**src/rtl/ghash_accum.sv**
```systemverilog
// ghash_accum: GHASH accumulator/controller that drives gfmul_v2 once per 128-bit block.
// Define GHASH_LEN_BLOCK_EN to append the {lenA, lenC} length block after the last data block.
module ghash_accum (
  input  logic         iClk,
  input  logic         iRst,
  input  logic         iInit,
  input  logic [127:0] iHashkey,
  input  logic [127:0] iBlock,
  input  logic         iBlock_valid,
  output logic         oBlock_ready,
  input  logic         iBlock_last,
  input  logic         iBlock_aad,
  input  logic [4:0]   iBlock_bytes,
  output logic         oMul_next,
  output logic [127:0] oMul_ctext,
  output logic [127:0] oMul_hashkey,
  output logic         oMul_valid,
  input  logic [127:0] iMul_result,
  input  logic         iMul_result_valid,
  output logic [127:0] oGhash,
  output logic         oGhash_valid
);

  localparam int unsigned BLK_W   = 128;
  localparam int unsigned BYTES_W = 5;
  localparam int unsigned NBYTES  = 16;
`ifdef GHASH_LEN_BLOCK_EN
  localparam int unsigned LEN_W   = 64;
`endif

  typedef enum logic [2:0] {
    IDLE,
    WAIT_BLK,
    MUL_ISSUE,
    MUL_WAIT,
`ifdef GHASH_LEN_BLOCK_EN
    LEN_ISSUE,
    LEN_WAIT,
`endif
    DONE
  } state_e;

  state_e             state_q;
  logic [BLK_W-1:0]   h_q;
  logic [BLK_W-1:0]   y_q;
  logic [BLK_W-1:0]   ctext_q;
  logic [BLK_W-1:0]   ghash_q;
  logic               last_q;
  logic               next_q;
  logic               valid_q;
  logic               ready_q;
  logic               ghash_valid_q;

  logic [BYTES_W-1:0] blk_cnt_d;
  logic [BLK_W-1:0]   masked_d;
  logic [BLK_W-1:0]   mix_d;

`ifdef GHASH_LEN_BLOCK_EN
  logic [LEN_W-1:0]   lena_q;
  logic [LEN_W-1:0]   lenc_q;
  logic [LEN_W-1:0]   blk_bits_d;
`else
  logic               unused_aad;
  assign unused_aad = iBlock_aad;
`endif

  // Valid byte count: 0 (and anything above 16) means a full block.
  always_comb begin
    blk_cnt_d = iBlock_bytes;
    if (iBlock_bytes == '0 || iBlock_bytes > BYTES_W'(NBYTES)) begin
      blk_cnt_d = BYTES_W'(NBYTES);
    end
  end

  // Byte 0 sits at the MSB end; bytes at index >= count are zeroed.
  for (genvar g = 0; g < NBYTES; g++) begin : g_mask
    assign masked_d[BLK_W-1-8*g -: 8] =
      (BYTES_W'(g) < blk_cnt_d) ? iBlock[BLK_W-1-8*g -: 8] : 8'h00;
  end

  assign mix_d = y_q ^ masked_d;

`ifdef GHASH_LEN_BLOCK_EN
  assign blk_bits_d = LEN_W'({blk_cnt_d, 3'b000});
`endif

  // Controller: init/abort has priority over everything except reset.
  always_ff @(posedge iClk) begin
    if (iRst) begin
      state_q       <= IDLE;
      h_q           <= '0;
      y_q           <= '0;
      ctext_q       <= '0;
      ghash_q       <= '0;
      last_q        <= 1'b0;
      next_q        <= 1'b0;
      valid_q       <= 1'b0;
      ready_q       <= 1'b0;
      ghash_valid_q <= 1'b0;
`ifdef GHASH_LEN_BLOCK_EN
      lena_q        <= '0;
      lenc_q        <= '0;
`endif
    end else if (iInit) begin
      state_q       <= WAIT_BLK;
      h_q           <= iHashkey;
      y_q           <= '0;
      last_q        <= 1'b0;
      next_q        <= 1'b0;
      valid_q       <= 1'b0;
      ready_q       <= 1'b1;
      ghash_valid_q <= 1'b0;
`ifdef GHASH_LEN_BLOCK_EN
      lena_q        <= '0;
      lenc_q        <= '0;
`endif
    end else begin
      next_q        <= 1'b0;
      ghash_valid_q <= 1'b0;
      case (state_q)
        IDLE: begin
          ready_q <= 1'b0;
          valid_q <= 1'b0;
        end
        WAIT_BLK: begin
          if (iBlock_valid) begin
            ctext_q <= mix_d;
            last_q  <= iBlock_last;
            ready_q <= 1'b0;
            valid_q <= 1'b1;
            next_q  <= 1'b1;
            state_q <= MUL_ISSUE;
`ifdef GHASH_LEN_BLOCK_EN
            if (iBlock_aad) begin
              lena_q <= lena_q + blk_bits_d;
            end else begin
              lenc_q <= lenc_q + blk_bits_d;
            end
`endif
          end
        end
        MUL_ISSUE: begin
          state_q <= MUL_WAIT;
        end
        MUL_WAIT: begin
          if (iMul_result_valid) begin
            y_q <= iMul_result;
            if (last_q) begin
`ifdef GHASH_LEN_BLOCK_EN
              ctext_q <= iMul_result ^ {lena_q, lenc_q};
              next_q  <= 1'b1;
              state_q <= LEN_ISSUE;
`else
              ghash_q       <= iMul_result;
              ghash_valid_q <= 1'b1;
              valid_q       <= 1'b0;
              state_q       <= DONE;
`endif
            end else begin
              valid_q <= 1'b0;
              ready_q <= 1'b1;
              state_q <= WAIT_BLK;
            end
          end
        end
`ifdef GHASH_LEN_BLOCK_EN
        LEN_ISSUE: begin
          state_q <= LEN_WAIT;
        end
        LEN_WAIT: begin
          if (iMul_result_valid) begin
            y_q           <= iMul_result;
            ghash_q       <= iMul_result;
            ghash_valid_q <= 1'b1;
            valid_q       <= 1'b0;
            state_q       <= DONE;
          end
        end
`endif
        DONE: begin
          state_q <= IDLE;
        end
        default: begin
          ready_q <= 1'b0;
          valid_q <= 1'b0;
          state_q <= IDLE;
        end
      endcase
    end
  end

  assign oBlock_ready = ready_q;
  assign oMul_next    = next_q;
  assign oMul_ctext   = ctext_q;
  assign oMul_hashkey = h_q;
  assign oMul_valid   = valid_q;
  assign oGhash       = ghash_q;
  assign oGhash_valid = ghash_valid_q;

endmodule

```
**config.mk**
```make
export PLATFORM = sky130hd
export DESIGN_NAME = ghash_accum
export DESIGN_NICKNAME = d
export VERILOG_FILES = /design/src/rtl/ghash_accum.sv
export SDC_FILE = /design/constraint.sdc
export NUM_CORES = 1
export LEC_CHECK = 0
export ABC_CLOCK_PERIOD_IN_PS = 6600
export BUFFER_PORTS_ARGS = -buffer_cell sky130_fd_sc_hd__buf_2
export CORE_AREA = 2 2 303 305
export CTS_CLUSTER_DIAMETER = 30
export CTS_CLUSTER_SIZE = 10
export DETAILED_ROUTE_END_ITERATION = 10
export DIE_AREA = 0 0 305 307
export GPL_ROUTABILITY_DRIVEN = 0
export HOLD_SLACK_MARGIN = 0.08
export MAX_ROUTING_LAYER = met4
export PLACE_DENSITY = 0.53
export SYNTH_ARGS = -nofsm -noshare
export SYNTH_HDL_FRONTEND = slang
export SYNTH_SLANG_ARGS = --single-unit
```
**constraint.sdc**
```tcl
create_clock -name iClk -period 6.6 [get_ports iClk]
set_input_delay 1.32 -clock iClk [delete_from_list [all_inputs] [get_ports iClk]]
set_output_delay 1.32 -clock iClk [all_outputs]
set_load 0.005 [all_outputs]
```
== Yosys cells after proc, flatten, opt, wreduce, memory -nomap -nowiden ==
Cells that the tools add are included.

* Magnitude comparators: 17
* Equality and inequality tests: 11
* Multiplexer cells: 32
* Bitwise gates (word level): 7
* Reductions and logical operators: 15

{| class="wikitable"
|+ Operator list
! cell !! number
|-
| $mux 8 || 16
|-
| $xor 128x128->128 || 1
|-
| $lt 4x5->1 const A || 8
|-
| $lt 3x5->1 const A || 4
|-
| $pmux 3 s4 || 1
|-
| $reduce_and 3->1 || 4
|-
| $lt 1x5->1 const A || 2
|-
| $lt 2x5->1 const A || 2
|-
| $mux 1 || 9
|-
| $mux 3 || 3
|-
| $ne 3x3->1 const B || 3
|-
| $reduce_and 4->1 || 2
|-
| $eq 3x2->1 const B || 2
|-
| $ne 2x2->1 const B || 3
|-
| $not 1->1 || 6
|-
| $pmux 1 s3 || 2
|-
| $gt 5x5->1 const B || 1
|-
| $logic_not 5->1 || 1
|-
| $mux 5 || 1
|-
| $reduce_and 2->1 || 2
|-
| $reduce_or 2->1 || 2
|-
| $reduce_or 4->1 || 1
|-
| $eq 3x1->1 const B || 1
|-
| $eq 3x3->1 const B || 1
|-
| 4 further kinds || 4
|}

* Bits in registers: 520
* Input port bits: 396
* Word-level logic and storage cells: 93

== Logic depth before layout (Yosys ltp) ==
* Word-level depth: 6
* Depth in mapped cells: 10

== Least setup slack after synthesis ==
OpenSTA, ideal clock, no wires.

* Path type: input -> register
* From: input port iBlock_bytes[1]
* To: register ctext_q[86], in the netlist oMul_ctext[86]
* Setup time: 81 ps
* Arrival time: 3616 ps
* Setup slack: 2903 ps
* Cell stages on the path: 10
* Path through: buf_2 > clkbuf_1 > or4_1 > ha_1 > and4bb_1 > buf_2 > buf_6 > o31a_1 > xnor2_1 > a211oi_2

* Cells in the longest elaborated chain, start to end: 6

{| class="wikitable"
|+ RTL lines
! element !! line !! text
|-
| start: declaration || 13 || <nowiki>input logic [4:0] iBlock_bytes,</nowiki>
|-
| $gt 5x5->1 / $logic_not 5->1 (equally long branches) || 70 || <nowiki>if (iBlock_bytes == '0 || iBlock_bytes > BYTES_W'(NBYTES)) begin</nowiki>
|-
| $logic_or 1x1->1 || 70 ||
|-
| $mux 5 (*) || 70 ||
|-
| $lt 3x5->1 (*) || 78 || <nowiki>(BYTES_W'(g) < blk_cnt_d) ? iBlock[BLK_W-1-8*g -: 8] : 8'h00;</nowiki>
|-
| $mux 8 (*) || 78 ||
|-
| $xor 128x128->128 (*) || 81 || <nowiki>assign mix_d = y_q ^ masked_d;</nowiki>
|-
| end signal: assignment || 127 || <nowiki>ctext_q <= mix_d;</nowiki>
|-
| end: declaration || 46 || <nowiki>logic [BLK_W-1:0] ctext_q;</nowiki>
|}

Every way passes the cells marked *; elsewhere a longest branch is shown, timed or not.
A chain may end at the register's enable or synchronous reset.

== Worst setup path after layout ==
* From: input port iBlock_bytes[1]
* To: register ctext_q[22], in the netlist oMul_ctext[22]

* Cells in the longest elaborated chain, start to end: 6

{| class="wikitable"
|+ RTL lines
! element !! line
|-
| $gt 5x5->1 / $logic_not 5->1 (equally long branches) || 70
|-
| $logic_or 1x1->1 || 70
|-
| $mux 5 (*) || 70
|-
| $lt 4x5->1 (*) || 78
|-
| $mux 8 (*) || 78
|-
| $xor 128x128->128 (*) || 81
|}

Marks and branches as above.

==> reports/qor.yml <==
power:
  ir_drop_uv: 233
  total_power_mw: 11.3
  leakage_nw: 13.3
  power.density_nw_per_um2: 370
grt:
  grt_first_pass_wirelength_mm: 124
  grt_pass1_vias: 17956
  gr-total-overflow: 0
  grt_max_degree: 136
  antenna_found_initial: 16
  grt_usage: 0.184
drt:
  firstDrtPassIters: 6
  vias: 18821
  ant_nets: 0
  totalWireLength_mm: 87.9
  drt-initial-drc-count: 1272
  drc: 0
  wl_per_cell_um: 21.1
  vias_per_cell: 4.50
hold_path:
  hold_class: "reg2reg"
sta:
  tns_ns: 0
  tightest_slew_ns: 1.07
  fin_ws_ns: 2.66
  final.min_clock_period_ns: 3.94
  max_freq_ghz: 0.254
  timing_hold_violations_final: 0
  slew_violations: 0
  setup_viol: 0
  layout_worst_path_cycle_share: 0.597
  skew_ns: 0.0300
  rsz0062_at_grt: "false"
  maxSlewHeadroom: 0.276
clock_tree:
  htreeDepth: 4
  cts_setup_buffers: 0
  cts-buffers-inserted: 141
  cts_tree: "built"
  numClockSinks: 520
  ctsHoldBuffers: 0
  clock_latency_ns: 0.72
  clk_root_buffer_cell: "clkbuf_16"
  cts_max_path_buffers: 3
  post_cts_resized: 0
  clk_pin_slew_worst_paths_ns: 0.05
floorplanning:
  core-area_um2: 90700
  num_rows: 111
  dieArea_um2: 93600
  die_h_um: 307
  io_pins: 784
  initial_core_util: 0.229
  die_x_um: 305
setup_path:
  slowest_delay_ns: 0.78
  path_buf_inv: 2
  crit_path_cell_trace: "buf_2 > or4_1 > ha_2 > nand4bb_2 > buf_4 > o2bb2ai_1 > xnor2_1 > a211oi_2"
  cp_slowest_cell: "nand4bb_2"
  critPathTopFamily: "simple AND/OR/NAND/NOR gates"
  end_kind: "register"
  worstPathArrival_ns: 4.50
  worstPathMaxFanout: 31
  cp-start-kind: "input port"
  r2r_slack_ns: 3.94
  critPathRequiredTime_ns: 7.17
  critical_path_class: "in2reg"
logic_synthesis:
  ys_seq_area_frac: 0.502
  yosysWarnings: 0
  synth_nets: 2504
  synthesis.area_um2: 20700
  synth-main-ff-cell: "dfxtp_1"
  synth_edf_count: 0
  synth.area.top_cells: "dfxtp_1, mux2i_1, a211oi_2"
  syn_avg_cell_area_um2: 9.84
  synthArstFlopShare: 0
  synth.top_cell.area_share: 0.502
  syn_inst: 2107
  ys_ff_latch: 520
  synth_top_area_cell: "dfxtp_1"
  ys_types: 57
placement:
  preCtsSetupSlack_ns: 1.86
  dpl.hpwl_mm: 62.2
  io_buffers: 782
  placed_cells: 3905
final_layout:
  final_net_count: 3259
  syn2layout_area_growth_pct: 47.7
  nFillCells: 9332
  final_cells: 4178
  drive_above_1_share: 0.396
  seq_area_um2: 10400
  multiInputGateArea_um2: 9280
job:
  maxCapViolations: 0
outcome:
  status: "completed"
## kinds of logic after synthesis
| logic type | share of synthesized area |
|---|---|
| xor+xnor | 0.0511 |
| mux | 0.0628 |
| simple gates | 0.114 |
| flops | 0.502 |
| compound gates | 0.216 |
| fa+ha+maj | 0.000603 |
| buf+inv | 0.0532 |
## cells in the mapped netlist, drive strengths merged (14+ instances only)
library cell  count
xor2             49
o41ai            16
xnor2            72
nor2            260
a41oi            16
o2bb2ai          24
nor2b            14
dfxtp           520
a211oi          120
mux2i           130
buf             119
clkbuf           73
a21oi           130
o21ai            18
a22o            129
nand2           268
inv              37
## worst reg2reg max path: cells and delay by family (launching register included)
| family | cells | cell delay (ns) |
|---|---|---|
| buffers and inverters | 2 | 0.98 |
| AND/OR/NAND/NOR | 3 | 0.75 |
| flip-flops | 1 | 0.55 |
| AO/OA/AOI/OAI | 1 | 0.32 |
## final cells by class
type                            instances  area share
Tap cell                             1186      0.0484
Antenna cell                           13     0.00106
Inverter                               37     0.00453
Multi-Input combinational cell       1358       0.303
Sequential cell                       520       0.340
Timing Repair Buffer                  804       0.136
Clock buffer                          196       0.133
Clock inverter                         64      0.0348
## metrics by stage
step / util / hold WS (ns) / area [um^2]
after floorplan: - / 0.436 / 20700
after global placement: 0.281 / 0.448 / 25500
after detailed placement: 0.281 / 0.449 / 25500
after CTS: 0.337 / 0.455 / 30600
after global routing: 0.338 / 0.475 / 30600
final: 0.338 / 0.453 / 30600
## registers in the layout, summed over array words and instances (netlist names)
signal        cells
last_q            1
oMul_next         1
oMul_valid        1
oGhash_valid      1
oBlock_ready      1
oMul_hashkey    128
state_q           3
oMul_ctext      128
y_q             128
oGhash          128
## where the power goes
| group | leakage (nW) | internal (mW) | switching, mW |
|---|---|---|---|
| logic | 6.57 | 0.297 | 0.437 |
| registers | 4.22 | 3.24 | 0.0531 |
| clock network | 2.51 | 5.12 | 2.17 |
| total | 13.3 | 8.66 | 2.66 |
## layer usage
layer / up-vias / routed length, um / track usage
met5: - / 0 / -
met4: 0 / 2100 / 0.0685
met3: 145 / 7640 / 0.0620
met2: 719 / 40000 / 0.273
met1: 9035 / 38200 / 0.231
li1: 8922 / - / -
## cells in the final DEF (no fill, tap or decap), types with 9 or more instances in the layout
| cell | n |
|---|---|
| clkbuf_8 | 31 |
| buf_2 | 780 |
| inv_1 | 36 |
| a211oi_1 | 19 |
| diode_2 | 13 |
| a21oi_1 | 130 |
| o41ai_2 | 10 |
| nand3_1 | 9 |
| xor2_1 | 49 |
| clkinv_2 | 21 |
| bufinv_16 | 21 |
| nand2_1 | 267 |
| buf_4 | 17 |
| dfxtp_1 | 520 |
| a22o_1 | 129 |
| clkbuf_16 | 142 |
| o21ai_0 | 18 |
| nor2_1 | 259 |
| xnor2_1 | 72 |
| clkbuf_1 | 23 |
| a41oi_1 | 16 |
| o2bb2ai_1 | 24 |
| mux2i_1 | 130 |
| nor2b_1 | 13 |
| a211oi_2 | 101 |
## path summary, 6_finish.rpt
kind | startpoint | to | cells past startpoint
setup / recovery | iBlock_bytes[1] | oMul_ctext[22]$_SDFFE_PP0P_ | 8
setup reg to reg | state_q[1]$_SDFFE_PP0P_ | oGhash[126]$_SDFFE_PP0P_ | 6
hold reg to reg | y_q[62]$_SDFFE_PP0P_ | y_q[62]$_SDFFE_PP0P_ | 2
hold / removal | y_q[62]$_SDFFE_PP0P_ | y_q[62]$_SDFFE_PP0P_ | 2
(Power assumes the default switching activity.)
